## src/rtl/bch_dec_enc_ser_if.sv

```systemverilog
// Handshake bundle for the serial DEC BCH encoder: data input channel,
// codeword output channel and the busy indication.
`timescale 1ns/1ps
interface bch_dec_enc_ser_if #(
    parameter int P_D_WIDTH = 16
);
    // Field size m: smallest m in 5..8 whose full code length fits the data plus 2m check bits.
    localparam int LP_M     = (P_D_WIDTH + 10 <= 31)  ? 5 :
                              (P_D_WIDTH + 12 <= 63)  ? 6 :
                              (P_D_WIDTH + 14 <= 127) ? 7 : 8;
    localparam int LP_ECC_W = 2 * LP_M;

    logic [P_D_WIDTH-1:0]          data_i;
    logic                          data_vld_i;
    logic                          data_rdy_o;
    logic [P_D_WIDTH+LP_ECC_W-1:0] cw_o;
    logic                          cw_vld_o;
    logic                          cw_rdy_i;
    logic                          busy_o;

    modport master (
        output data_i, data_vld_i, cw_rdy_i,
        input  data_rdy_o, cw_o, cw_vld_o, busy_o
    );

    modport slave (
        input  data_i, data_vld_i, cw_rdy_i,
        output data_rdy_o, cw_o, cw_vld_o, busy_o
    );
endinterface

```

## src/rtl/bch_dec_enc_ser.sv

```systemverilog
// Serial systematic encoder for the shortened double-error-correcting BCH code.
// A data word is divided MSB-first by g(x) = m1(x)*m3(x) in an LFSR, one bit per
// clock; the data register rotates in step so it holds the original word again
// when the remainder is complete, and {data, check} is then offered downstream.
`timescale 1ns/1ps
module bch_dec_enc_ser #(
    parameter int P_D_WIDTH = 16
) (
    input  logic               clk_i,
    input  logic               rst_i,
    bch_dec_enc_ser_if.slave   bus
);
    localparam int LP_M     = (P_D_WIDTH + 10 <= 31)  ? 5 :
                              (P_D_WIDTH + 12 <= 63)  ? 6 :
                              (P_D_WIDTH + 14 <= 127) ? 7 : 8;
    localparam int LP_ECC_W = 2 * LP_M;
    localparam int LP_CNT_W = $clog2(P_D_WIDTH + 1);

    // Generator polynomials including the x^(2m) term; only the low 2m bits feed the LFSR.
    localparam logic [16:0] LP_G = (LP_M == 5) ? 17'h00769 :
                                   (LP_M == 6) ? 17'h01539 :
                                   (LP_M == 7) ? 17'h04377 : 17'h16F63;
    localparam logic [LP_ECC_W-1:0] LP_G_LOW = LP_G[LP_ECC_W-1:0];
    localparam logic [LP_CNT_W-1:0] LP_LAST  = LP_CNT_W'(P_D_WIDTH - 1);

    generate
        if (P_D_WIDTH < 1 || P_D_WIDTH > 239) begin : g_bad_width
            $error("bch_dec_enc_ser: P_D_WIDTH must be in 1..239");
        end
    endgenerate

    typedef enum logic [1:0] {
        S_IDLE  = 2'd0,
        S_SHIFT = 2'd1,
        S_OUT   = 2'd2
    } state_t;

    state_t                 state;
    state_t                 state_nxt;
    logic [P_D_WIDTH-1:0]   sreg;
    logic [LP_ECC_W-1:0]    lfsr;
    logic [LP_CNT_W-1:0]    cnt;
    logic                   fb;

    // Rotate left by one; width 1 degenerates to identity.
    function automatic logic [P_D_WIDTH-1:0] rotl1(input logic [P_D_WIDTH-1:0] v);
        return (v << 1) | (v >> (P_D_WIDTH - 1));
    endfunction

    assign fb = sreg[P_D_WIDTH-1] ^ lfsr[LP_ECC_W-1];

    // State register.
    always_ff @(posedge clk_i) begin
        if (rst_i) begin
            state <= S_IDLE;
        end else begin
            state <= state_nxt;
        end
    end

    // Next-state decode: accept in IDLE, count out the shifts, wait for downstream.
    always_comb begin
        state_nxt = state;
        case (state)
            S_IDLE:  if (bus.data_vld_i)  state_nxt = S_SHIFT;
            S_SHIFT: if (cnt == LP_LAST)  state_nxt = S_OUT;
            S_OUT:   if (bus.cw_rdy_i)    state_nxt = S_IDLE;
            default:                      state_nxt = S_IDLE;
        endcase
    end

    // Datapath: load the word, then one division step and one rotation per SHIFT cycle.
    always_ff @(posedge clk_i) begin
        if (rst_i) begin
            sreg <= '0;
            lfsr <= '0;
            cnt  <= '0;
        end else begin
            case (state)
                S_IDLE: begin
                    if (bus.data_vld_i) begin
                        sreg <= bus.data_i;
                        lfsr <= '0;
                        cnt  <= '0;
                    end
                end
                S_SHIFT: begin
                    lfsr <= {lfsr[LP_ECC_W-2:0], 1'b0} ^ (fb ? LP_G_LOW : '0);
                    sreg <= rotl1(sreg);
                    cnt  <= cnt + 1'b1;
                end
                default: begin
                end
            endcase
        end
    end

    // Outputs come from state and registers only, so cw_o is frozen while OUT waits.
    assign bus.data_rdy_o = (state == S_IDLE);
    assign bus.cw_vld_o   = (state == S_OUT);
    assign bus.busy_o     = (state != S_IDLE);
    assign bus.cw_o       = {sreg, lfsr};

endmodule
```

## src/flat_wrapper.sv

```systemverilog
// flat-port wrapper written by rule: the top's interface ports become plain ports
module bch_dec_enc_ser_flat 
#(
    parameter int P_D_WIDTH = 16
)
  (clk_i, rst_i, bus_data_i, bus_data_vld_i, bus_cw_rdy_i, bus_data_rdy_o, bus_cw_o, bus_cw_vld_o, bus_busy_o);
  bch_dec_enc_ser_if #(.P_D_WIDTH(P_D_WIDTH)) bus_i ();
  input  logic clk_i;
  input  logic rst_i;
  input wire logic [$bits(bus_i.data_i)-1:0] bus_data_i;
  input wire logic [$bits(bus_i.data_vld_i)-1:0] bus_data_vld_i;
  input wire logic [$bits(bus_i.cw_rdy_i)-1:0] bus_cw_rdy_i;
  output wire logic [$bits(bus_i.data_rdy_o)-1:0] bus_data_rdy_o;
  output wire logic [$bits(bus_i.cw_o)-1:0] bus_cw_o;
  output wire logic [$bits(bus_i.cw_vld_o)-1:0] bus_cw_vld_o;
  output wire logic [$bits(bus_i.busy_o)-1:0] bus_busy_o;
  assign bus_i.data_i = bus_data_i;
  assign bus_i.data_vld_i = bus_data_vld_i;
  assign bus_i.cw_rdy_i = bus_cw_rdy_i;
  assign bus_data_rdy_o = bus_i.data_rdy_o;
  assign bus_cw_o = bus_i.cw_o;
  assign bus_cw_vld_o = bus_i.cw_vld_o;
  assign bus_busy_o = bus_i.busy_o;
  bch_dec_enc_ser #(.P_D_WIDTH(P_D_WIDTH)) u_core (.clk_i(clk_i), .rst_i(rst_i), .bus(bus_i));
endmodule
```

## config.mk

```make
export PLATFORM = sky130hd
export DESIGN_NAME = bch_dec_enc_ser_flat
export DESIGN_NICKNAME = d
export VERILOG_FILES = /design/src/rtl/bch_dec_enc_ser_if.sv /design/src/rtl/bch_dec_enc_ser.sv /design/src/flat_wrapper.sv
export SDC_FILE = /design/constraint.sdc
export NUM_CORES = 1
export LEC_CHECK = 0
export ABC_AREA = 1
export BUFFER_PORTS_ARGS = -buffer_cell sky130_fd_sc_hd__buf_2
export CAP_MARGIN = 25
export CORE_ASPECT_RATIO = 1.1
export CORE_UTILIZATION = 40
export CTS_BUF_LIST = sky130_fd_sc_hd__clkbuf_4 sky130_fd_sc_hd__clkbuf_8
export DETAILED_ROUTE_END_ITERATION = 10
export PLACE_DENSITY = 0.7
export SYNTH_ARGS = -nofsm -noshare
export SYNTH_HDL_FRONTEND = slang
export SYNTH_SLANG_ARGS = --single-unit
export TNS_END_PERCENT = 1
```

## constraint.sdc

```tcl
create_clock -name clk_i -period 1.6 [get_ports clk_i]
set_input_delay 0 -clock clk_i [delete_from_list [all_inputs] [get_ports clk_i]]
set_output_delay 0 -clock clk_i [all_outputs]
set_load 0.01 [all_outputs]
```

==> impl_metrics.tcl <==
set metrics [dict create \
    netSwitchingFraction_pct 26.9 \
    synth_common_cells "nand2_1, nand3_1, dfxtp_1, nor2_1, inv_1" \
    path_cells "inv_2 -> nand2_4 -> nand2_1 -> o22ai_1 -> and2_1" \
    top_usage_layer "met2" \
    htreeDepth 2 \
    avgSynthCellArea_um2 6.93 \
    die-area_um2 4370 \
    grt_max_degree 22 \
    reg2reg_slack_ps 200 \
    synth_cells 237 \
    cp_max_fo 16 \
    cap_violations 0 \
    antenna_left 0 \
    p_int_mw 1.36 \
    ys_types 24 \
    cellLeakagePower_nw 1.00 \
    fin_skew_ps 3.52 \
    p_sw_uw 502 \
    pin_count 49 \
    cts_buffer_depth 2 \
    cts.sink_count 33 \
    final_area_um2 2030 \
    cp.required_ps 1830 \
    powerDensity_nw_per_um2 917 \
    total_power_mw 1.87 \
    worst_setup_hold_path_clk_slew_ps 60 \
    gr-usage-met3_pct 6.09 \
    drt_iter0_drc 92 \
    grt.total_usage_pct 18.6 \
    synth_nets 259 \
    setup_tns_ps 0 \
    dp_hpwl_um 2600 \
    max_freq_mhz 716 \
    post_drt_wl_per_cell_um 10.8 \
    initial_core_util_pct 41.4 \
    ys.flop_type "dfxtp_1" \
    die_width_um 63.1 \
    use_met2_pct 28.7 \
    grt_overflow 0 \
    antenna_cells 0 \
    worst_path_largest_cell_delay_ps 400 \
    tightest_slew_ps 444 \
    drc 0 \
    syn2layout_area_growth_pct 23.8 \
    maxSlewHeadroom_pct 70.4 \
    holdCritPathClass "input port to flop" \
    synth_seq_area_share_pct 40.2 \
    routed_wl_um 3700 \
    antenna_found_initial 0 \
    synth_top_area_share_pct 40.2 \
    post-synth-top-count-cell "nand2_1" \
    cts_tree "built" \
    post-route-period-util_pct 87.3 \
    grt_pass1_wl_um 6410 \
    place_area_um2 1880 \
    synth_area_leaders "dfxtp_1, nand2_1, nand3_1, nor2_1, inv_1" \
    slowest_stage "dfxtp_1" \
    die_h_um 69.2 \
    drive_gt1_share_pct 24.4 \
    drv_slew 0 \
    setup_viol 0 \
    vias 1646 \
    synth_edf_count 0 \
    synth_seq_cells 33 \
    finish.utilization_pct 51.3 \
    cts-resized-gates 0 \
    synth_top_area_cell "dfxtp_1" \
    cp-end-kind "flop" \
    layout.nets 312 \
    pwr-share-comb_pct 15.6 \
    use_met1_pct 23.1 \
    outcome "completed" \
    rows 24 \
    root_buffer "clkbuf_8" \
    startpoint_type "flop" \
    vias_per_cell 4.80 \
    firstDrtPassIters 4 \
    core-area_um2 3960 \
    pwr-share-clk_pct 36.7 \
    period_needed_ps 1400 \
    grt_pass1_vias 1456 \
    clock_latency_ps 280 \
    io_buffers 48 \
    async_reset_ff_share_pct 0 \
    hold_viol 0 \
    peakVddDrop_mv 0.511 \
    seqPwrFrac_pct 47.8 \
    ys_warn_count 0 \
    rsz0062_at_grt "no" \
    syn_area_um2 1640 \
    gp_congestion 0.823 \
    path_class "flop to flop" \
    cts_made_buffers 5 \
    crit_arrival_ps 1620 \
]
-- worst max-delay path: cells and delay by family (launching register included) --
kind	cells	cell delay, ps
AOI/OAI and AO/OA	1	190
DFF	1	400
buffers and inverters	1	90
and+or+nand+nor	3	660
-- through the flow --
| stage | worst slack [ps] | hold slack (ps) | std cells |
|---|---|---|---|
| after floorplan | 421 | 69.1 | 237 |
| after global routing | 55.9 | 30.6 | 343 |
| final | 202 | 5.04 | 343 |
| after detailed placement | 214 | 275 | 330 |
| after CTS | 181 | 2.65 | 343 |
| after global placement | 259 | 273 | 330 |
-- worst paths after layout --
kind,from,endpoint,depth (start not counted)
worst max-delay path,u_core.state[1],u_core.cnt[4],5
worst min-delay path,bus_data_i[2],u_core.sreg[2],5
worst max register to register,u_core.state[1],u_core.cnt[4],5
worst min register to register,u_core.lfsr[3],u_core.lfsr[4],2
-- cells in the final DEF (no fill, tap or decap), drive strengths merged --
| master | n |
|---|---|
| buf | 53 |
| o21ai | 3 |
| ha | 2 |
| o22ai | 1 |
| nand3 | 38 |
| nand2 | 67 |
| o21a | 1 |
| dfxtp | 33 |
| nor2 | 34 |
| clkinv | 1 |
| and2 | 1 |
| inv | 25 |
| nand3b | 5 |
| dlygate4sd3 | 5 |
| clkbuf | 7 |
| a21oi | 15 |
-- logic make-up after synthesis --
group	synth area share, %
adders and majority gates	1.52
and+or+nand+nor	40.0
buffers and inverters	12.0
DFF	40.2
AOI/OAI and AO/OA	6.32
-- power by group through the flow --
| stage | combinational, mW | sequential, mW | clock, mW |
|---|---|---|---|
| after floorplan | 0.192 | 0.920 | 0 |
| after global placement | 0.281 | 0.909 | 0 |
| after detailed placement | 0.283 | 0.910 | 0 |
| after CTS | 0.294 | 0.891 | 0.705 |
| after global routing | 0.330 | 0.896 | 0.744 |
| final | 0.290 | 0.891 | 0.684 |
-- per-layer routing --
| metal | up-vias | part of all wire (%) |
|---|---|---|
| met4 | 0 | 1.6 |
| li1 | 852 | - |
| met5 | - | 0 |
| met1 | 733 | 47 |
| met2 | 53 | 44 |
| met3 | 8 | 7.1 |
-- sequential cells by signal (all words and copies together) (netlist names) --
signal and cells:
u_core.lfsr 10, u_core.state 2, u_core.sreg 16, u_core.cnt 5
-- layout make-up --
cell class                 count  area (µm²)
tap                           52        65.1
inverter                      25        93.8
sequential                    33         661
fill                         433        1930
multi-input combinational    167         786
clock buffer                   7        96.3
clock inverter                 1        5.00
timing repair buffer          58         328
-- repair_timing --
| action | 4_1_cts | 5_1_grt |
|---|---|---|
| hold buffers | 5 | 0 |
| setup buffers | 0 | 0 |
| hold endpoints to repair | 5 | 0 |
| endpoints found under the setup margin | 0 | 0 |
Power figures use the tool's default switching activity.
